===== src/rtl/seg7_pkg.sv =====
// Shared seven-segment constants: active-low gfedcba patterns, digit codes,
// and the pattern-to-code mapping used by the display monitor.
package seg7_pkg;

   localparam logic [3:0] CODE_MINUS = 4'hA;
   localparam logic [3:0] CODE_ERR   = 4'hE;
   localparam logic [3:0] CODE_BLANK = 4'hF;

   localparam logic [6:0] SEG_0     = 7'h40;
   localparam logic [6:0] SEG_1     = 7'h79;
   localparam logic [6:0] SEG_2     = 7'h24;
   localparam logic [6:0] SEG_3     = 7'h30;
   localparam logic [6:0] SEG_4     = 7'h19;
   localparam logic [6:0] SEG_5     = 7'h12;
   localparam logic [6:0] SEG_6     = 7'h02;
   localparam logic [6:0] SEG_7     = 7'h78;
   localparam logic [6:0] SEG_8     = 7'h00;
   localparam logic [6:0] SEG_9     = 7'h18;
   localparam logic [6:0] SEG_MINUS = 7'b0111111;
   localparam logic [6:0] SEG_BLANK = 7'b1111111;

   function automatic logic [3:0] seg_to_code(input logic [6:0] pattern);
      logic [3:0] code;
      case (pattern)
         SEG_0:     code = 4'd0;
         SEG_1:     code = 4'd1;
         SEG_2:     code = 4'd2;
         SEG_3:     code = 4'd3;
         SEG_4:     code = 4'd4;
         SEG_5:     code = 4'd5;
         SEG_6:     code = 4'd6;
         SEG_7:     code = 4'd7;
         SEG_8:     code = 4'd8;
         SEG_9:     code = 4'd9;
         SEG_MINUS: code = CODE_MINUS;
         SEG_BLANK: code = CODE_BLANK;
         default:   code = CODE_ERR;
      endcase
      return code;
   endfunction

endpackage


===== src/rtl/seg7_pattern_decode.sv =====
// Combinational decode of one active-low segment pattern into a digit code.
module seg7_pattern_decode
   import seg7_pkg::*;
(
   input  logic [6:0] pattern_i,
   output logic [3:0] code_o
);

   assign code_o = seg_to_code(pattern_i);

endmodule


===== src/rtl/seg7_frame_capture.sv =====
// Samples a multiplexed seven-segment bus, debounces each digit, and hands out
// one complete decoded frame at a time over a valid/ready handshake.
module seg7_frame_capture
   import seg7_pkg::*;
#(
   parameter int NDIG       = 4,
   parameter int STABLE_CYC = 4
) (
   input  logic              clk,
   input  logic              rst_n,
   input  logic [6:0]        seg,
   input  logic [NDIG-1:0]   an,
   output logic              out_valid,
   input  logic              out_ready,
   output logic [4*NDIG-1:0] out_digits,
   output logic              out_err,
   output logic              overrun
);

   localparam int CW = $clog2(STABLE_CYC + 1);
   localparam int IW = (NDIG > 1) ? $clog2(NDIG) : 1;
   localparam logic [CW-1:0] CNT_MAX = CW'(STABLE_CYC);
   localparam logic [CW-1:0] CNT_PRE = CW'(STABLE_CYC - 1);

   logic [6:0]      seg_m_q, seg_s_q, seg_prev_q;
   logic [NDIG-1:0] an_m_q, an_s_q, an_prev_q;
   logic [CW-1:0]   cnt_q, cnt_d;
   logic [NDIG-1:0] mask_q, mask_d;
   logic [NDIG-1:0][3:0] work_q, work_d, frame_q, frame_d;
   logic            valid_q, valid_d, err_q, err_d, overrun_q, overrun_d;
   logic            an_valid, same, capture, accept, any_err;
   logic [IW-1:0]   idx;
   logic [3:0]      dec_code;

   // Idle bus is all ones, so the synchronizers reset high.
   always_ff @(posedge clk or negedge rst_n) begin
      if (!rst_n) begin
         seg_m_q    <= '1;
         seg_s_q    <= '1;
         seg_prev_q <= '1;
         an_m_q     <= '1;
         an_s_q     <= '1;
         an_prev_q  <= '1;
      end else begin
         // NOTE: non-blocking so every stage samples the pre-edge value of the previous one.
         seg_m_q    <= seg;
         seg_s_q    <= seg_m_q;
         seg_prev_q <= seg_s_q;
         an_m_q     <= an;
         an_s_q     <= an_m_q;
         an_prev_q  <= an_s_q;
      end
   end

   assign an_valid = $onehot(~an_s_q);
   assign same     = ({an_s_q, seg_s_q} == {an_prev_q, seg_prev_q});
   assign capture  = an_valid && same && (cnt_q == CNT_PRE);
   assign accept   = valid_q && out_ready;

   always_comb begin
      // NOTE: default first so no path through this block leaves idx unassigned (no latch).
      idx = '0;
      for (int i = 0; i < NDIG; i++) begin
         if (!an_s_q[i]) idx = IW'(i);
      end
   end

   always_comb begin
      cnt_d = cnt_q;
      if (!an_valid)           cnt_d = '0;
      else if (!same)          cnt_d = CW'(1);
      else if (cnt_q != CNT_MAX) cnt_d = cnt_q + CW'(1);
   end

   seg7_pattern_decode u_decode (
      .pattern_i (seg_s_q),
      .code_o    (dec_code)
   );

   always_comb begin
      work_d    = work_q;
      mask_d    = mask_q;
      frame_d   = frame_q;
      err_d     = err_q;
      valid_d   = valid_q;
      overrun_d = overrun_q;
      any_err   = 1'b0;

      if (capture) begin
         work_d[idx] = dec_code;
         mask_d[idx] = 1'b1;
      end
      for (int i = 0; i < NDIG; i++) begin
         if (work_d[i] == CODE_ERR) any_err = 1'b1;
      end

      // Accept is resolved before completion so a back-to-back frame loads cleanly.
      if (accept) begin
         valid_d   = 1'b0;
         overrun_d = 1'b0;
      end
      if (&mask_d) begin
         mask_d = '0;
         if (!valid_d) begin
            frame_d = work_d;
            err_d   = any_err;
            valid_d = 1'b1;
         end else begin
            overrun_d = 1'b1;
         end
      end
   end

   always_ff @(posedge clk or negedge rst_n) begin
      if (!rst_n) begin
         cnt_q     <= '0;
         mask_q    <= '0;
         // NOTE: the work array is reset so a reset mid-frame cannot leak stale digits.
         work_q    <= {NDIG{CODE_BLANK}};
         frame_q   <= {NDIG{CODE_BLANK}};
         valid_q   <= 1'b0;
         err_q     <= 1'b0;
         overrun_q <= 1'b0;
      end else begin
         cnt_q     <= cnt_d;
         mask_q    <= mask_d;
         work_q    <= work_d;
         frame_q   <= frame_d;
         valid_q   <= valid_d;
         err_q     <= err_d;
         overrun_q <= overrun_d;
      end
   end

   assign out_valid  = valid_q;
   assign out_digits = frame_q;
   assign out_err    = err_q;
   assign overrun    = overrun_q;

endmodule

===== config.mk =====
export PLATFORM = sky130hd
export DESIGN_NAME = seg7_frame_capture
export DESIGN_NICKNAME = d
export VERILOG_FILES = /design/src/rtl/seg7_pkg.sv /design/src/rtl/seg7_pattern_decode.sv /design/src/rtl/seg7_frame_capture.sv
export SDC_FILE = /design/constraint.sdc
export NUM_CORES = 1
export LEC_CHECK = 0
export BUFFER_PORTS_ARGS = -buffer_cell sky130_fd_sc_hd__buf_2
export CAP_MARGIN = 40
export CORE_MARGIN = 2
export CORE_UTILIZATION = 44
export CTS_CLUSTER_DIAMETER = 40
export CTS_CLUSTER_SIZE = 12
export DETAILED_ROUTE_END_ITERATION = 7
export GPL_TIMING_DRIVEN = 0
export MAX_ROUTING_LAYER = met4
export SETUP_SLACK_MARGIN = 0.4
export SYNTH_ARGS = -nofsm -noshare
export SYNTH_HDL_FRONTEND = slang
export SYNTH_SLANG_ARGS = --single-unit

===== constraint.sdc =====
create_clock -name clk -period 8.6 [get_ports clk]
set_input_delay 2.15 -clock clk [delete_from_list [all_inputs] [get_ports clk]]
set_output_delay 2.15 -clock clk [all_outputs]
set_load 0.005 [all_outputs]

==> results of run 1 <==
[worst max-delay path, stage by stage (launching register included)]
cell and delay (ns):
dfstp_2 0.62, fa_1 0.44, inv_1 0.07, ha_1 0.14
ha_1 0.23, nor3b_1 0.20, inv_1 0.11, nor4_4 0.46
and4b_1 0.26, buf_4 0.16, mux2_1 0.37, a22oi_1 0.22
a41oi_1 0.15
[routing by layer]
layer	wire (µm)	part of all wire (%)	vias up
met5	0	0	-
met4	86	1.5	0
met3	237	4.2	8
met2	2530	45	32
met1	2750	49	957
li1	-	-	958
[cells by family (layout without fill, tap and decap cells)]
group           Yosys count  count (layout)
fa+ha+maj                 6               6
simple gates             63              63
compound gates           32              32
buf+inv                  26              75
mux                      33              33
flops                    75              75
xor+xnor                 14              14
[stage by stage]
step	util (%)	cell area (µm²)	power (µW)	hold slack, ns
3_3_place_gp	49.7	3620	425	0.346
2_1_floorplan	-	3340	408	0.345
6_report	53.1	3870	721	0.356
5_1_grt	53.1	3870	756	0.362
4_1_cts	53.1	3870	733	0.358
3_5_place_dp	50.0	3640	427	0.347
[sequential cells by signal, summed over array words and instances (netlist names)]
name / count
an_prev_q: 4
overrun: 1
out_digits: 16
out_err: 1
an_s_q: 4
seg_m_q: 7
mask_q: 4
work_q: 16
out_valid: 1
seg_s_q: 7
cnt_q: 3
an_m_q: 4
seg_prev_q: 7
[cell usage in the layout (no fill, tap or decap), types with 2 or more instances in the layout]
cell type    n
dfstp_2     65
nor3b_1      2
clkbuf_8    10
nand4_1      6
nor3_1       3
a21boi_0     2
mux2_2      20
dfrtp_1     10
nand4_2      2
mux2_4       9
nand3_1      6
inv_1       14
mux2i_1      3
bufinv_16    2
nand2_1     10
and2_1       2
o21ai_0      3
buf_4        6
buf_6        6
nor2_1      15
a21oi_1      9
and3_1       3
a31oi_1      4
xnor2_1     13
clkinvlp_4   2
ha_1         5
buf_2       32
[area by class of cell]
cell class	count	area, µm²
plain buffers	12	110
well taps	99	124
multi-input cells	148	1220
inverters	14	52.6
fillers	662	3420
clock inverters	6	88.8
repair buffers	33	183
flip-flops and latches	75	1960
clock buffers	10	138
[worst paths after layout]
check	start	endpoint	cells past startpoint
worst min register to register	an_m_q[3]	an_s_q[3]	0
min in group asynchronous	rst_n	cnt_q[2]	1
max in group asynchronous	rst_n	work_q[15]	2
worst min-delay path	an_m_q[3]	an_s_q[3]	0
worst max-delay path	an_s_q[1]	out_err	12
worst max register to register	an_s_q[1]	out_err	12
[power by group through the flow]
| stage | combinational [µW] | sequential, µW | clock [µW] |
|---|---|---|---|
| after floorplan | 27.3 | 381 | 0 |
| after global placement | 43.0 | 382 | 0 |
| after detailed placement | 44.7 | 383 | 0 |
| after CTS | 44.9 | 377 | 311 |
| after global routing | 51.0 | 379 | 326 |
| final | 44.1 | 377 | 300 |
==> results.py, run 1 <==
metrics = {
    "global_route": {
        "gr-usage-met2_pct": 22.0,
        "grt_use_total_pct": 15.7,
        "antenna_found_initial": 0,
        "grt_overflow": 0,
        "busiest_layer": "met2",
        "grtUsageMet3_pct": 5.39,
        "gr-usage-met1_pct": 21.2,
        "grt_pass1_vias": 1959,
        "grt_max_degree": 41,
        "grt_pass1_wl_mm": 9.92,
    },
    "logic_synthesis": {
        "ys_warn_count": 0,
        "synthFlopType": "dfstp_2",
        "synthAdderAreaFrac_pct": 2.47,
        "ys_types": 55,
        "syn_area_per_cell_um2": 13.4,
        "netlist_area_mm2": 0.00334,
        "synth_top_family_by_area": "multiplexers",
        "synth_top_area_share_pct": 51.2,
        "synth.area.mux_share_pct": 12.0,
        "ys_ff_latch": 75,
        "synth_common_cells": "65 x dfstp_2, 20 x mux2_2, 15 x nor2_1",
        "synthCells": 249,
        "synth_compound_area_share_pct": 6.82,
        "synth.area.top_cells": "dfstp_2 51%, dfrtp_1 7.5%, mux2_2 6.7%, mux2_4 4.0%, xnor2_1 3.4%",
        "synth-edff-count": 0,
        "syn_nets": 269,
        "yosysSeqAreaShare_pct": 58.7,
        "synth_simple_gate_area_share_pct": 11.2,
        "synthArstFlopShare_pct": 100,
        "synth-xor-area-share_pct": 3.90,
        "yosysMostFrequentCell": "dfstp_2",
        "yosys.area.top_type": "dfstp_2",
    },
    "cts": {
        "clk_pin_slew_worst_paths_ns": 0.08,
        "cts_root_buf": "clkbuf_8",
        "clock_path_buffers": 2,
        "cts_buffers": 9,
        "hold_buffers": 0,
        "clk-insertion-delay-late_ns": 0.35,
        "cts_resized": 0,
        "cts_max_level": 3,
        "cts_setup_buffers": 0,
        "cts_tree": "done",
        "clock-sinks": 75,
    },
    "pwr": {
        "p_comb_share_pct": 6.1,
        "ir_drop_uv": 102,
        "p_clk_share_pct": 41.6,
        "p_leak_uw": 0.00166,
        "power.internal_uw": 560,
        "p_sw_uw": 161,
        "powerDensity_mw_per_mm2": 186,
        "seqPwrFrac_pct": 52.3,
        "switching_share_pct": 22.3,
    },
    "placement": {
        "port_buffers": 32,
        "pre_cts_ws_ns": 5.04,
        "place_inst": 381,
        "hpwl_mm": 3.85,
        "place.gp.congestion": 0.809,
    },
    "sta": {
        "period_needed_ns": 3.55,
        "finalClockSkew_ns": 0.00624,
        "max_slew_margin_pct": 62.0,
        "slew_violations": 0,
        "hold_viol": 0,
        "fin_crit_sh_pct": 41.3,
        "rsz0062_at_grt": "false",
        "setup_violations": 0,
        "fin_setup_tns_ns": 0,
        "fmax_mhz": 281,
        "worst_slack_ns": 5.05,
        "tightestPinTransition_ns": 0.564,
    },
    "finish": {
        "final_cells": 397,
        "final_nets": 313,
        "drive_above_1_share_pct": 56.0,
        "area_growth_pct": 16.0,
        "n_antenna_cell": 0,
    },
    "route": {
        "vias": 1955,
        "dr.pass1.iters": 4,
        "antenna_left": 0,
        "wl_mm": 5.61,
        "viasPerCell": 4.92,
        "remaining_drc_errors": 0,
        "dr.first_iter.drc_count": 76,
        "wl_per_cell_um": 14.1,
    },
    "outcome": {
        "status": "finished, final reports clean",
    },
    "setup_path": {
        "r2r_setup_slack_ns": 5.05,
        "critPathKind": "reg -> reg",
        "cp-end-kind": "flop",
        "start_kind": "flop",
        "worstPathMaxFanout": 8,
        "cp.arrival_ns": 3.76,
        "crit_required_ns": 8.81,
    },
    "die": {
        "dieWidth_um": 91.1,
        "dieHeight_um": 91.1,
        "coreArea_mm2": 0.00729,
        "initial_core_util_pct": 45.8,
        "rows": 31,
        "io_pins": 33,
        "die_area_mm2": 0.00830,
    },
    "run": {
        "maxCapViolations": 0,
    },
    "min_path": {
        "hold_class": "reg -> reg",
    },
}
No activity file was read; power rests on OpenSTA's default activity.
==> run 2: changes to the inputs <==
- clock period: 8.6 -> 3.7 ns (I/O delays scaled with it)
==> run 2 against run 1 <==
Global-route usage is 0.24 points higher. Clock skew is essentially flat. Total power increased by 130%. Worst setup slack got worse by 4.5 ns. Via count is 2.2% higher. Clock power increased by 130%. Critical path type unchanged. Largest cell class unchanged. Routed wire length up 1.7%.
==> results.py, run 2 (synthesis gave the netlist of run 1 again) <==
metrics = {
    "route": {
        "wl_met1_mm": 2.75,
        "dr.first_iter.drc_count": 83,
        "remaining_drc_errors": 0,
        "dr.pass1.iters": 4,
        "viasPerCell": 4.95,
        "antenna_left": 0,
        "vias": 1998,
        "wl_mm": 5.70,
        "met2_length_mm": 2.61,
        "wl_per_cell_um": 14.1,
        "maxUsedRoutingLayer": "met4",
        "met3_length_um": 249,
    },
    "sta": {
        "fin_crit_sh_pct": 85.0,
        "finalClockSkew_ns": 0.00614,
        "tightestPinTransition_ns": 0.566,
        "hold_viol": 0,
        "whs_ns": 0.356,
        "period_needed_ns": 3.14,
        "slew_violations": 0,
        "fmax_mhz": 318,
        "max_slew_margin_pct": 61.9,
        "setup_violations": 0,
        "rsz0062_at_grt": "true",
        "fin_setup_tns_ns": 0,
    },
    "finish": {
        "drive_above_1_share_pct": 58.0,
        "final_cell_mix": "65 x dfstp_2, 32 x buf_2, 20 x mux2_2",
        "fill_cells": 661,
        "final_nets": 320,
        "fin_area_mm2": 0.00394,
        "n_antenna_cell": 0,
        "final_common_cell": "dfstp_2",
        "area_growth_pct": 18.0,
    },
    "cts": {
        "cts_max_level": 3,
        "clock_path_buffers": 2,
        "clk-insertion-delay-late_ns": 0.35,
        "cts_tree": "done",
        "cts_root_buf": "clkbuf_8",
        "clk_pin_slew_worst_paths_ns": 0.07,
        "cts_buffers": 9,
        "clock-sinks": 75,
    },
    "placement": {
        "port_buffers": 32,
        "hpwl_mm": 3.85,
        "place_area_mm2": 0.00364,
        "place.gp.congestion": 0.809,
    },
    "pwr": {
        "powerDensity_mw_per_mm2": 427,
        "ir_drop_uv": 237,
        "p_leak_uw": 0.00170,
    },
    "global_route": {
        "grt_pass1_wl_mm": 10.1,
        "grt_overflow": 0,
        "grt_max_degree": 41,
        "grt_use_total_pct": 15.9,
        "antenna_found_initial": 0,
        "grt_pass1_vias": 2003,
    },
    "die": {
        "initial_core_util_pct": 45.8,
        "rows": 31,
        "dieWidth_um": 91.1,
        "coreArea_mm2": 0.00729,
        "dieHeight_um": 91.1,
        "die_area_mm2": 0.00830,
        "io_pins": 33,
    },
    "min_path": {
        "min_path_cells": 0,
        "min_from": "seg_m_q[4]",
        "hold_class": "reg -> reg",
        "holdPathEnd": "seg_s_q[4]",
    },
    "setup_path": {
        "critPathKind": "reg -> reg",
        "max_stage_delay_ns": 0.58,
        "crit_buf_inv": 4,
        "r2r_setup_slack_ns": 0.56,
        "reg2reg_depth": 13,
        "cp-end-kind": "flop",
        "crit_required_ns": 3.91,
        "slowest_stage": "dfstp_2",
        "cp.arrival_ns": 3.36,
        "worstPathMaxFanout": 6,
        "crit_chain": "fa_1, inv_1, ha_1, ha_1, nor3b_2, inv_1, nor4_4, buf_4, and4b_1, buf_4, mux2_4, a22oi_2, a41oi_1",
        "r2r-end": "out_err",
        "start_kind": "flop",
        "r2r-start": "an_s_q[3]",
        "crit_family": "adder cells",
    },
    "run": {
        "maxCapViolations": 0,
    },
    "outcome": {
        "status": "finished, final reports clean",
    },
}
[run 2: cell count changes in the layout (fill, tap and decap cells not counted)]
cell,before,now
buf_4,6,13
a22oi_1,1,0
a22oi_2,0,1
mux2_1,1,0
mux2_4,9,10
nor3b_1,2,1
nor3b_2,0,1
[run 2: layer usage]
layer,GRT usage [%],vias up
met4,5.93,0
met5,-,-
li1,-,970
met3,5.48,8
met1,21.1,981
met2,22.7,39
[run 2: repair_timing]
item                                    in CTS  in global routing
pin swaps                                    1                  1
hold buffers                                 0                  0
buffers inserted                             4                  3
endpoints found under the setup margin      17                 16
gates resized for setup                      1                  3
[run 2: how the worst max path moves through the flow]
stage	from	end	slack (ns)	cells after the start
6_report	an_s_q[3]	out_err	0.56	13
3_3_place_gp	an_s_q[1]	out_err	0.11	12
3_5_place_dp	an_s_q[1]	out_err	0.14	12
4_1_cts	an_s_q[3]	out_err	0.44	13
5_1_grt	an_s_q[3]	out_err	0.37	13
2_1_floorplan	an_s_q[1]	out_err	0.53	12
[run 2: where the power goes]
| part | switching, µW | internal, µW | leakage (µW) |
|---|---|---|---|
| logic | 61.5 | 46.9 | 0.000779 |
| registers | 14.8 | 860 | 0.000813 |
| clock network | 299 | 398 | 0.000108 |
[run 2: area by class of cell]
class / count / area, µm² / share of cell area, %
Sequential cell: 75 / 1960 / 49.7
Multi-Input combinational cell: 148 / 1230 / 31.2
Tap cell: 99 / 124 / 3.15
Buffer: 12 / 110 / 2.80
Timing Repair Buffer: 40 / 235 / 5.98
Clock buffer: 10 / 138 / 3.50
Inverter: 14 / 52.6 / 1.34
Clock inverter: 6 / 88.8 / 2.26
[run 2: per-stage QoR]
step | worst slack, ns | total power [µW] | std cells | utilization [%]
global placement | 0.111 | 989 | 380 | 49.7
floorplan | 0.534 | 949 | 249 | -
CTS | 0.440 | 1710 | 401 | 53.6
finish | 0.557 | 1680 | 404 | 54.0
detailed placement | 0.140 | 993 | 381 | 50.0
global route | 0.370 | 1760 | 404 | 54.0
==> run 3: changes to the inputs <==
- clock period: 3.7 -> 2.65 ns (I/O delays scaled with it)
==> run 3 against run 2 <==
The run now ends with setup timing left. Flip-flop and latch count is the same. Combinational power grew 66%. Register-to-register slack worse by 0.96 ns. Critical path type unchanged. Largest power group unchanged.
==> results.py, run 3 (synthesis gave the netlist of run 1 again) <==
metrics = {
    "outcome": {
        "status": "finished with violations",
        "violations": "setup timing",
    },
    "sta": {
        "fmax_mhz": 328,
        "period_needed_ns": 3.05,
        "worst_slack_ns": -0.401,
        "max_slew_margin_pct": 65.7,
        "rsz0062_at_grt": "true",
        "slew_violations": 0,
        "fin_crit_sh_pct": 115,
        "hold_viol": 0,
        "finalClockSkew_ns": 0.00946,
        "tightestPinTransition_ns": 0.510,
        "setup_violations": 26,
        "whs_ns": 0.276,
    },
    "die": {
        "initial_core_util_pct": 45.8,
        "dieWidth_um": 91.1,
        "die_area_mm2": 0.00830,
        "io_pins": 33,
        "rows": 31,
        "coreArea_mm2": 0.00729,
        "dieHeight_um": 91.1,
    },
    "cts": {
        "cts_max_level": 3,
        "clock_path_buffers": 2,
        "clock-sinks": 75,
        "cts_tree": "done",
        "cts_root_buf": "clkbuf_8",
        "hold_buffers": 0,
        "clk_pin_slew_worst_paths_ns": 0.08,
        "cts_buffers": 9,
        "clk-insertion-delay-late_ns": 0.34,
    },
    "setup_path": {
        "timing.critical_path.mode_cell": "buf_6",
        "crit_required_ns": 2.92,
        "r2r_setup_slack_ns": -0.40,
        "worstPathMaxFanout": 4,
        "start_kind": "flop",
        "max_stage_delay_ns": 0.55,
        "critPathKind": "reg -> reg",
        "cp-end-kind": "flop",
        "crit_chain": "fa_1, inv_2, ha_4, ha_4, nor3b_4, inv_2, nor4_4, buf_6, buf_6, and3_4, buf_6, mux2_4, mux2_4",
        "slowest_stage": "dfstp_2",
        "cp.arrival_ns": 3.32,
    },
    "global_route": {
        "grt_pass1_wl_mm": 10.4,
        "grt_use_total_pct": 16.3,
        "grt_overflow": 0,
        "grt_pass1_vias": 2099,
        "antenna_found_initial": 0,
        "grt_max_degree": 41,
    },
    "placement": {
        "place_inst": 381,
        "place.gp.congestion": 0.788,
        "hpwl_mm": 3.96,
        "place_area_mm2": 0.00367,
        "port_buffers": 32,
    },
    "finish": {
        "final_nets": 333,
        "drive_above_1_share_pct": 63.5,
        "fill_cells": 638,
        "n_antenna_cell": 0,
        "area_growth_pct": 27.0,
        "final_cell_mix": "65 x dfstp_2, 32 x buf_2, 24 x mux2_4",
        "final_common_cell": "dfstp_2",
        "final_cells": 417,
        "fin_area_mm2": 0.00424,
    },
    "route": {
        "dr.first_iter.drc_count": 82,
        "viasPerCell": 5.05,
        "antenna_left": 0,
        "wl_per_cell_um": 14.9,
        "wl_mm": 6.20,
        "dr.pass1.iters": 5,
        "remaining_drc_errors": 0,
        "vias": 2106,
    },
    "min_path": {
        "hold_class": "in -> async",
    },
    "run": {
        "maxCapViolations": 0,
    },
    "pwr": {
        "ir_drop_uv": 385,
        "p_leak_uw": 0.00178,
        "power_uw": 2350,
        "powerDensity_mw_per_mm2": 554,
    },
}
-- run 3: path summary, 6_finish.rpt --
path	startpoint	end	depth (start not counted)
setup / recovery	an_s_q[1]	out_digits[15]	13
hold / removal	rst_n	out_valid	1
setup reg to reg	an_s_q[1]	out_digits[15]	13
hold reg to reg	seg_m_q[6]	seg_s_q[6]	0
max in group asynchronous	rst_n	out_digits[11]	2
min in group clk	seg_m_q[6]	seg_s_q[6]	0
-- run 3: what timing repair did --
item / in CTS / in global routing
pin swaps: 9 / 6
endpoints found under the setup margin: 41 / 41
setup buffers: 15 / 4
cloned: 1 / 0
gates resized for setup: 26 / 20
-- run 3: through the flow --
step	utilization (%)	TNS [ns]	worst slack [ns]
4_1_cts	56.6	-12.78	-0.582
3_3_place_gp	50.1	-11.72	-0.626
6_report	58.1	-6.34	-0.401
5_1_grt	58.1	-10.99	-0.549
2_1_floorplan	-	-3.72	-0.284
3_5_place_dp	50.4	-12.35	-0.640
-- run 3: worst max-delay path: cells and delay by family, from the launching register on --
family / cells / cell delay, ns
DFF: 1 / 0.55
buffers and inverters: 5 / 0.55
and+or+nand+nor: 3 / 0.53
adders and majority gates: 3 / 0.76
muxes: 2 / 0.59
-- run 3: layout make-up --
type                            count  area [µm²]  area share, %
Sequential cell                    75        1960           46.2
Multi-Input combinational cell    148        1400           33.0
Timing Repair Buffer               53         367           8.65
Clock buffer                       10         128           3.01
Tap cell                           99         124           2.92
Buffer                             12         121           2.86
Clock inverter                      6        88.8           2.10
Inverter                           14        52.6           1.24
-- run 3: metal layers --
metal  global-route usage, %  up-vias  routed length, µm
met5                       -        -                  0
met4                    4.04        0                 85
met3                    5.31        9                252
met2                    24.5       47               2970
met1                    21.7     1052               2890
li1                        -      998                  -
-- run 3: report_power, final --
| group | internal, µW | switching [µW] |
|---|---|---|
| Clock | 533 | 416 |
| Sequential | 1200 | 20.6 |
| Combinational | 81.9 | 96.8 |
| Total | 1820 | 533 |
